<file path="src/rtl/mips_ctrl_pkg.sv">
// Shared definitions for the multicycle MIPS main controller and ALUControl:
// opcode values, controller state encoding, aluOp codes and mux select encodings.
package mips_ctrl_pkg;

  // Opcode field instr[31:26]
  localparam logic [5:0] OP_RTYPE = 6'b000000;
  localparam logic [5:0] OP_LW    = 6'b100011;
  localparam logic [5:0] OP_SW    = 6'b101011;
  localparam logic [5:0] OP_BEQ   = 6'b000100;
  localparam logic [5:0] OP_ADDI  = 6'b001000;
  localparam logic [5:0] OP_J     = 6'b000010;

  // Controller states
  typedef enum logic [3:0] {
    S_FETCH    = 4'd0,
    S_DECODE   = 4'd1,
    S_MEMADR   = 4'd2,
    S_MEMRD    = 4'd3,
    S_MEMWB    = 4'd4,
    S_MEMWR    = 4'd5,
    S_EXEC     = 4'd6,
    S_RTYPE_WB = 4'd7,
    S_BRANCH   = 4'd8,
    S_ADDI_EX  = 4'd9,
    S_ADDI_WB  = 4'd10,
    S_JUMP     = 4'd11
  } state_t;

  // aluOp codes understood by ALUControl
  localparam logic [1:0] ALUOP_ADD   = 2'b00;
  localparam logic [1:0] ALUOP_SUB   = 2'b01;
  localparam logic [1:0] ALUOP_FUNCT = 2'b10;

  // ALU operand B select
  localparam logic [1:0] SRCB_REG     = 2'b00;
  localparam logic [1:0] SRCB_FOUR    = 2'b01;
  localparam logic [1:0] SRCB_IMM     = 2'b10;
  localparam logic [1:0] SRCB_IMM_SH2 = 2'b11;

  // PC source select
  localparam logic [1:0] PCSRC_ALU    = 2'b00;
  localparam logic [1:0] PCSRC_ALUOUT = 2'b01;
  localparam logic [1:0] PCSRC_JUMP   = 2'b10;

  // States that talk to memory and therefore wait on the ready handshake
  function automatic logic is_mem_state(input state_t s);
    return (s == S_FETCH) || (s == S_MEMRD) || (s == S_MEMWR);
  endfunction

endpackage

</file>
<file path="src/rtl/multicycle_control_if.sv">
// Control bundle between the main controller (master) and the datapath (slave).
interface multicycle_control_if;
  logic [5:0] opcode_i;
  logic       zero_i;
  logic       memReady_i;
  logic       pcEn_o;
  logic       iorD_o;
  logic       memRead_o;
  logic       memWrite_o;
  logic       irWrite_o;
  logic       memToReg_o;
  logic       regDst_o;
  logic       regWrite_o;
  logic       aluSrcA_o;
  logic [1:0] aluSrcB_o;
  logic [1:0] aluOp_o;
  logic [1:0] pcSource_o;
  logic       instrDone_o;
  logic       illegal_o;
  logic       memErr_o;

  modport master (
    input  opcode_i, zero_i, memReady_i,
    output pcEn_o, iorD_o, memRead_o, memWrite_o, irWrite_o, memToReg_o,
           regDst_o, regWrite_o, aluSrcA_o, aluSrcB_o, aluOp_o, pcSource_o,
           instrDone_o, illegal_o, memErr_o
  );

  modport slave (
    output opcode_i, zero_i, memReady_i,
    input  pcEn_o, iorD_o, memRead_o, memWrite_o, irWrite_o, memToReg_o,
           regDst_o, regWrite_o, aluSrcA_o, aluSrcB_o, aluOp_o, pcSource_o,
           instrDone_o, illegal_o, memErr_o
  );
endinterface

</file>
<file path="src/rtl/multicycle_control_mem_wait_timer.sv">
// Bounded wait counter for memory handshakes. Counts non-ready cycles while
// enabled; flags a timeout on the cycle the count would reach WAIT_LIMIT
// without ready. WAIT_LIMIT = 0 disables the timeout.
module mem_wait_timer #(
  parameter int unsigned WAIT_LIMIT = 16
) (
  input  logic clk_i,
  input  logic rst_ni,
  input  logic clear,
  input  logic enable,
  input  logic ready,
  output logic timeout
);
  localparam int unsigned CW = (WAIT_LIMIT == 0) ? 1 : $clog2(WAIT_LIMIT + 1);
  localparam logic [CW-1:0] LAST_WAIT = CW'((WAIT_LIMIT == 0) ? 0 : WAIT_LIMIT - 1);
  localparam bit LIMIT_ON = (WAIT_LIMIT != 0);

  logic [CW-1:0] count;

  // Timeout when this non-ready cycle is the WAIT_LIMIT-th; ready in the same cycle wins
  assign timeout = LIMIT_ON && enable && !ready && (count == LAST_WAIT);

  // Wait cycle counter; restarts after completion, abort or leaving memory states
  always_ff @(posedge clk_i or negedge rst_ni) begin
    if (!rst_ni) begin
      count <= '0;
    end else if (clear || timeout) begin
      count <= '0;
    end else if (enable) begin
      count <= count + 1'b1;
    end
  end
endmodule

</file>
<file path="src/rtl/multicycle_control.sv">
// Main control FSM of the multicycle MIPS datapath. Sequences fetch, decode,
// execute, memory and writeback; outputs are a combinational decode of state
// gated by memory ready, ALU zero and reset.
module multicycle_control
  import mips_ctrl_pkg::*;
#(
  parameter bit          MEM_HANDSHAKE = 1'b1,
  parameter int unsigned WAIT_LIMIT    = 16
) (
  input logic                  clk_i,
  input logic                  rst_ni,
  multicycle_control_if.master bus
);
  state_t     state;
  state_t     state_next;
  logic       ready;
  logic       in_mem;
  logic       timeout;

  logic       pc_write;
  logic       pc_write_cond;
  logic       ior_d;
  logic       mem_read;
  logic       mem_write;
  logic       ir_write;
  logic       mem_to_reg;
  logic       reg_dst;
  logic       reg_write;
  logic       alu_src_a;
  logic [1:0] alu_src_b;
  logic [1:0] alu_op;
  logic [1:0] pc_source;
  logic       instr_done;
  logic       illegal;
  logic       mem_err;

  assign ready  = MEM_HANDSHAKE ? bus.memReady_i : 1'b1;
  assign in_mem = is_mem_state(state);

  mem_wait_timer #(
    .WAIT_LIMIT(WAIT_LIMIT)
  ) u_wait_timer (
    .clk_i  (clk_i),
    .rst_ni (rst_ni),
    .clear  (!in_mem || ready),
    .enable (in_mem),
    .ready  (ready),
    .timeout(timeout)
  );

  // State register
  always_ff @(posedge clk_i or negedge rst_ni) begin
    if (!rst_ni) begin
      state <= S_FETCH;
    end else begin
      state <= state_next;
    end
  end

  // Next-state and control decode
  always_comb begin
    state_next    = state;
    pc_write      = 1'b0;
    pc_write_cond = 1'b0;
    ior_d         = 1'b0;
    mem_read      = 1'b0;
    mem_write     = 1'b0;
    ir_write      = 1'b0;
    mem_to_reg    = 1'b0;
    reg_dst       = 1'b0;
    reg_write     = 1'b0;
    alu_src_a     = 1'b0;
    alu_src_b     = SRCB_REG;
    alu_op        = ALUOP_ADD;
    pc_source     = PCSRC_ALU;
    instr_done    = 1'b0;
    illegal       = 1'b0;
    mem_err       = 1'b0;

    unique case (state)
      S_FETCH: begin
        mem_read  = 1'b1;
        alu_src_b = SRCB_FOUR;
        if (ready) begin
          ir_write   = 1'b1;
          pc_write   = 1'b1;
          state_next = S_DECODE;
        end else if (timeout) begin
          // Abandon the fetch and retry from a clean FETCH
          mem_read   = 1'b0;
          mem_err    = 1'b1;
          state_next = S_FETCH;
        end
      end
      S_DECODE: begin
        alu_src_b = SRCB_IMM_SH2;
        case (bus.opcode_i)
          OP_LW, OP_SW: state_next = S_MEMADR;
          OP_RTYPE:     state_next = S_EXEC;
          OP_BEQ:       state_next = S_BRANCH;
          OP_ADDI:      state_next = S_ADDI_EX;
          OP_J:         state_next = S_JUMP;
          default: begin
            illegal    = 1'b1;
            state_next = S_FETCH;
          end
        endcase
      end
      S_MEMADR: begin
        alu_src_a  = 1'b1;
        alu_src_b  = SRCB_IMM;
        state_next = (bus.opcode_i == OP_LW) ? S_MEMRD : S_MEMWR;
      end
      S_MEMRD: begin
        ior_d    = 1'b1;
        mem_read = 1'b1;
        if (ready) begin
          state_next = S_MEMWB;
        end else if (timeout) begin
          mem_read   = 1'b0;
          mem_err    = 1'b1;
          state_next = S_FETCH;
        end
      end
      S_MEMWB: begin
        mem_to_reg = 1'b1;
        reg_write  = 1'b1;
        instr_done = 1'b1;
        state_next = S_FETCH;
      end
      S_MEMWR: begin
        ior_d     = 1'b1;
        mem_write = 1'b1;
        if (ready) begin
          instr_done = 1'b1;
          state_next = S_FETCH;
        end else if (timeout) begin
          mem_write  = 1'b0;
          mem_err    = 1'b1;
          state_next = S_FETCH;
        end
      end
      S_EXEC: begin
        alu_src_a  = 1'b1;
        alu_op     = ALUOP_FUNCT;
        state_next = S_RTYPE_WB;
      end
      S_RTYPE_WB: begin
        reg_dst    = 1'b1;
        reg_write  = 1'b1;
        instr_done = 1'b1;
        state_next = S_FETCH;
      end
      S_BRANCH: begin
        alu_src_a     = 1'b1;
        alu_op        = ALUOP_SUB;
        pc_source     = PCSRC_ALUOUT;
        pc_write_cond = 1'b1;
        instr_done    = 1'b1;
        state_next    = S_FETCH;
      end
      S_ADDI_EX: begin
        alu_src_a  = 1'b1;
        alu_src_b  = SRCB_IMM;
        state_next = S_ADDI_WB;
      end
      S_ADDI_WB: begin
        reg_write  = 1'b1;
        instr_done = 1'b1;
        state_next = S_FETCH;
      end
      S_JUMP: begin
        pc_source  = PCSRC_JUMP;
        pc_write   = 1'b1;
        instr_done = 1'b1;
        state_next = S_FETCH;
      end
      default: state_next = S_FETCH;
    endcase
  end

  // Outputs are forced low while reset is held
  assign bus.pcEn_o      = rst_ni & (pc_write | (pc_write_cond & bus.zero_i));
  assign bus.iorD_o      = rst_ni & ior_d;
  assign bus.memRead_o   = rst_ni & mem_read;
  assign bus.memWrite_o  = rst_ni & mem_write;
  assign bus.irWrite_o   = rst_ni & ir_write;
  assign bus.memToReg_o  = rst_ni & mem_to_reg;
  assign bus.regDst_o    = rst_ni & reg_dst;
  assign bus.regWrite_o  = rst_ni & reg_write;
  assign bus.aluSrcA_o   = rst_ni & alu_src_a;
  assign bus.aluSrcB_o   = {2{rst_ni}} & alu_src_b;
  assign bus.aluOp_o     = {2{rst_ni}} & alu_op;
  assign bus.pcSource_o  = {2{rst_ni}} & pc_source;
  assign bus.instrDone_o = rst_ni & instr_done;
  assign bus.illegal_o   = rst_ni & illegal;
  assign bus.memErr_o    = rst_ni & mem_err;
endmodule

</file>
<file path="src/flat_wrapper.sv">
// flat-port wrapper written by rule: the top's interface ports become plain ports
module multicycle_control_flat import mips_ctrl_pkg::*;
#(
  parameter bit          MEM_HANDSHAKE = 1'b1,
  parameter int unsigned WAIT_LIMIT    = 16
)
  (clk_i, rst_ni, bus_opcode_i, bus_zero_i, bus_memReady_i, bus_pcEn_o, bus_iorD_o, bus_memRead_o, bus_memWrite_o, bus_irWrite_o, bus_memToReg_o, bus_regDst_o, bus_regWrite_o, bus_aluSrcA_o, bus_aluSrcB_o, bus_aluOp_o, bus_pcSource_o, bus_instrDone_o, bus_illegal_o, bus_memErr_o);
  multicycle_control_if bus_i ();
  input logic clk_i;
  input logic rst_ni;
  input wire logic [$bits(bus_i.opcode_i)-1:0] bus_opcode_i;
  input wire logic [$bits(bus_i.zero_i)-1:0] bus_zero_i;
  input wire logic [$bits(bus_i.memReady_i)-1:0] bus_memReady_i;
  output wire logic [$bits(bus_i.pcEn_o)-1:0] bus_pcEn_o;
  output wire logic [$bits(bus_i.iorD_o)-1:0] bus_iorD_o;
  output wire logic [$bits(bus_i.memRead_o)-1:0] bus_memRead_o;
  output wire logic [$bits(bus_i.memWrite_o)-1:0] bus_memWrite_o;
  output wire logic [$bits(bus_i.irWrite_o)-1:0] bus_irWrite_o;
  output wire logic [$bits(bus_i.memToReg_o)-1:0] bus_memToReg_o;
  output wire logic [$bits(bus_i.regDst_o)-1:0] bus_regDst_o;
  output wire logic [$bits(bus_i.regWrite_o)-1:0] bus_regWrite_o;
  output wire logic [$bits(bus_i.aluSrcA_o)-1:0] bus_aluSrcA_o;
  output wire logic [$bits(bus_i.aluSrcB_o)-1:0] bus_aluSrcB_o;
  output wire logic [$bits(bus_i.aluOp_o)-1:0] bus_aluOp_o;
  output wire logic [$bits(bus_i.pcSource_o)-1:0] bus_pcSource_o;
  output wire logic [$bits(bus_i.instrDone_o)-1:0] bus_instrDone_o;
  output wire logic [$bits(bus_i.illegal_o)-1:0] bus_illegal_o;
  output wire logic [$bits(bus_i.memErr_o)-1:0] bus_memErr_o;
  assign bus_i.opcode_i = bus_opcode_i;
  assign bus_i.zero_i = bus_zero_i;
  assign bus_i.memReady_i = bus_memReady_i;
  assign bus_pcEn_o = bus_i.pcEn_o;
  assign bus_iorD_o = bus_i.iorD_o;
  assign bus_memRead_o = bus_i.memRead_o;
  assign bus_memWrite_o = bus_i.memWrite_o;
  assign bus_irWrite_o = bus_i.irWrite_o;
  assign bus_memToReg_o = bus_i.memToReg_o;
  assign bus_regDst_o = bus_i.regDst_o;
  assign bus_regWrite_o = bus_i.regWrite_o;
  assign bus_aluSrcA_o = bus_i.aluSrcA_o;
  assign bus_aluSrcB_o = bus_i.aluSrcB_o;
  assign bus_aluOp_o = bus_i.aluOp_o;
  assign bus_pcSource_o = bus_i.pcSource_o;
  assign bus_instrDone_o = bus_i.instrDone_o;
  assign bus_illegal_o = bus_i.illegal_o;
  assign bus_memErr_o = bus_i.memErr_o;
  multicycle_control #(.MEM_HANDSHAKE(MEM_HANDSHAKE), .WAIT_LIMIT(WAIT_LIMIT)) u_core (.clk_i(clk_i), .rst_ni(rst_ni), .bus(bus_i));
endmodule
</file>
<file path="config.mk">
export PLATFORM = sky130hd
export DESIGN_NAME = multicycle_control_flat
export DESIGN_NICKNAME = d
export VERILOG_FILES = /design/src/rtl/mips_ctrl_pkg.sv /design/src/rtl/multicycle_control_if.sv /design/src/rtl/multicycle_control_mem_wait_timer.sv /design/src/rtl/multicycle_control.sv /design/src/flat_wrapper.sv
export SDC_FILE = /design/constraint.sdc
export NUM_CORES = 1
export LEC_CHECK = 0
export CAP_MARGIN = 20
export CORE_MARGIN = 5
export CORE_UTILIZATION = 40
export DETAILED_ROUTE_END_ITERATION = 12
export GPL_TIMING_DRIVEN = 0
export PLACE_DENSITY = 0.71
export SLEW_MARGIN = 30
export SYNTH_ARGS = -nofsm -noshare
export SYNTH_HDL_FRONTEND = slang
export SYNTH_SLANG_ARGS = --single-unit
</file>
<file path="constraint.sdc">
create_clock -name clk_i -period 4.15 [get_ports clk_i]
set_clock_uncertainty 0.05 [all_clocks]
set_input_delay 1.0375 -clock clk_i [delete_from_list [all_inputs] [get_ports clk_i]]
set_output_delay 1.0375 -clock clk_i [all_outputs]
set_load 0.02 [all_outputs]
</file>
==> results of run 1 <==
[state kept, by name (all words and copies together), names as in the netlist]
register and count:
u_core.u_wait_timer.count 5, u_core.state 4
[cell families after synthesis]
kind of cell	after synthesis
XOR/XNOR	6
AO/OA/AOI/OAI	20
flip-flops	9
AND/OR/NAND/NOR	62
multiplexers	1
adder cells (fa/ha/maj)	2
buffers and inverters	11
[cells in the final DEF (no fill, tap or decap), drive strengths merged, types with 2 or more instances in the layout]
master | Yosys | routed
nor4bb | 2 | 2
xnor2 | 2 | 2
nand2 | 9 | 9
ha | 2 | 2
dfrtp | 9 | 9
nor3b | 2 | 2
nand2b | 2 | 2
nor4b | 3 | 3
nor3 | 12 | 12
inv | 3 | 3
xor2 | 4 | 4
nand3 | 3 | 3
nand4 | 2 | 2
o211ai | 3 | 3
clkdlybuf4s50 | 0 | 25
nor2b | 9 | 9
buf | 6 | 6
nor2 | 9 | 9
nor4 | 2 | 2
clkbuf | 2 | 7
and3 | 3 | 3
a21oi | 6 | 6
o21ai | 5 | 5
[through the flow]
step	TNS [ns]	worst slack, ns	cells
5_1_grt	0	0.0428	169
6_report	0	0.181	169
2_1_floorplan	0	0.944	111
4_1_cts	0	0.117	169
3_3_place_gp	-0.548	-0.240	165
3_5_place_dp	-0.796	-0.265	165
[repair_timing]
action                                  4_1_cts  5_1_grt
setup buffers                                 0        0
hold buffers                                  0        0
resized for setup                             2        2
endpoints found under the setup margin        9        2
[final timing paths]
path / from / to / slack, ns / cells after the start
worst max-delay path: bus_opcode_i[5] / bus_illegal_o / 0.18 / 5
worst max register to register: u_core.u_wait_timer.count[0] / u_core.state[0] / 2.32 / 6
worst min register to register: u_core.u_wait_timer.count[0] / u_core.u_wait_timer.count[0] / 0.44 / 1
min in group asynchronous: rst_ni / u_core.state[3] / 0.57 / 1
max in group asynchronous: rst_ni / u_core.u_wait_timer.count[4] / 3.28 / 1
worst min-delay path: u_core.u_wait_timer.count[0] / u_core.u_wait_timer.count[0] / 0.44 / 1
[per-layer routing]
layer | track usage (%) | vias to the layer above
met2 | 26.6 | 26
met1 | 19.6 | 442
met3 | 2.30 | 5
met5 | 0 | -
met4 | 7.95 | 0
li1 | - | 464
[report_power, final]
group	internal, mW	switching [mW]
combinational	0.0883	0.110
clock	0.0372	0.0327
sequential	0.0989	0.00687
[area by class of cell]
class / instances / area [um2] / share of cell area, %
plain buffers: 8 / 63.8 / 5.33
clock buffers: 4 / 26.3 / 2.19
inverters: 3 / 11.3 / 0.940
multi-input cells: 91 / 581 / 48.5
flip-flops and latches: 9 / 225 / 18.8
well taps: 28 / 35.0 / 2.93
repair buffers: 26 / 255 / 21.3
==> impl_metrics.ini, run 1 <==
[outcome]
status = complete, no violations

[placed_design]
placed_cell_area_um2 = 1170
place.gp.congestion = 0.865
placement.io_buffers = 26
hpwlAfterDp_mm = 1.77

[routing]
drt-pass1-iter-count = 4
routed.top_layer = met4
dr_wl_met2_mm = 1.14
wl_per_cell_um = 13.4
drc_errors = 0
vias_per_cell = 5.54
drt-total-wl_mm = 2.27
num_vias = 937
drtAntennaViolNets = 0
drt_iter0_drc = 29
m1WireLength_um = 975
route.met3.wl_um = 104

[synth]
synth.avg_cell_area_um2 = 7.92
ys_seq_area_share_pct = 25.6
synthXorXnorAreaFrac_pct = 5.97
ys_types = 39
synthAdderAreaFrac_pct = 2.84
synthMuxAreaShare_pct = 1.14
synthMostInstantiatedCell = nor3_1
synth_top_area_share_pct = 25.6
yosys.area_share.simple_pct = 41.3
yosys.area.top_type = dfrtp_1
ys.flop_type = dfrtp_1
syn_area_um2 = 880
ys_top_cells_by_area = dfrtp_1 (26%), nor3_1 (6.8%), nor2b_1 (6.4%)
async_reset_ff_share_pct = 100
synth_fp_nets = 123
yosysWarnings = 0
ys_ff_latch = 9
synth-edff-count = 0
synth_top_family_by_area = simple AND/OR/NAND/NOR gates
synth_compound_area_share_pct = 14.8
synth_cells = 111
synthTopCellsByCount = nor3_1 (12), dfrtp_1 (9), nand2_1 (9), nor2_1 (9), nor2b_1 (9)

[clocking]
clock_sink_count = 9
clk_latency_ns = 0.27
numCtsBuffers = 3
cts_max_level = 1
cts_buffer_depth = 2
path_clk_slew_ns = 0.06
cts_tree = built
cts_root_buf = clkbuf_4

[flow_run]
maxCapViolations = 0

[pwr]
total_power_mw = 0.374
p_leak_nw = 0.480
peakVddDrop_v = 0.000145
p_per_area_nw_per_um2 = 312

[global_route]
grt_pass1_vias = 908
grt_pass1_wl_mm = 4.11
grt_usage_pct = 15.9
grt_overflow_total = 0
antenna_found_initial = 0
grt_max_degree = 11

[layout]
final.fill_count = 206
fin_util_pct = 55.7
drive_above_1_share_pct = 11.3
fin_area_um2 = 1200
antennaDiodeCount = 0
fin_nets = 154
area_growth_pct = 36.1

[sta]
slew_viol_final = 0
max_freq_ghz = 0.252
period_minus_slack_ns = 3.97
grt_setup_unrepaired = false
hold_viol = 0
setup-violations-final = 0
max_slew_margin_pct = 60.3
fin_crit_sh_pct = 95.6
worstMarginPinSlew_ns = 0.579
hold_ws_ns = 0.439

[worst_setup_path]
worstPathCellList = clkdlybuf4s50_1 > and3_1 > o21ai_0 > nor4bb_1 > clkdlybuf4s50_1
crit_path_top_delay_cell = clkdlybuf4s50_1
cp.arrival_ns = 2.88
cp_common_cell = clkdlybuf4s50_1
critPathCaptureType = output port
max_stage_delay_ns = 0.66
cp_max_fo = 4
cp-start-kind = input port
crit_required_ns = 3.06
crit_family = buffers and inverters
crit_type = input port to output port
worst-path-buf-inv = 2

[floorplanning]
core_um2 = 2150
fp.dieH_um = 56.9
io_pins = 28
start_util_pct = 40.9
dieWidth_um = 56.9
die-area_um2 = 3240
fp-row-count = 17

[min_path]
hold_class = flip-flop to flip-flop
No activity file was read; power rests on OpenSTA's default activity.
==> run 2: changes to the inputs <==
--- a/config.mk
+++ b/config.mk
@@ -11,7 +11,7 @@
 export DETAILED_ROUTE_END_ITERATION = 12
 export GPL_TIMING_DRIVEN = 0
 export PLACE_DENSITY = 0.71
-export SLEW_MARGIN = 30
+export SLEW_MARGIN = 20
 export SYNTH_ARGS = -nofsm -noshare
 export SYNTH_HDL_FRONTEND = slang
 export SYNTH_SLANG_ARGS = --single-unit
==> results of run 2 <==
No change in the layout: final DEF, timing and power equal those of run 1.
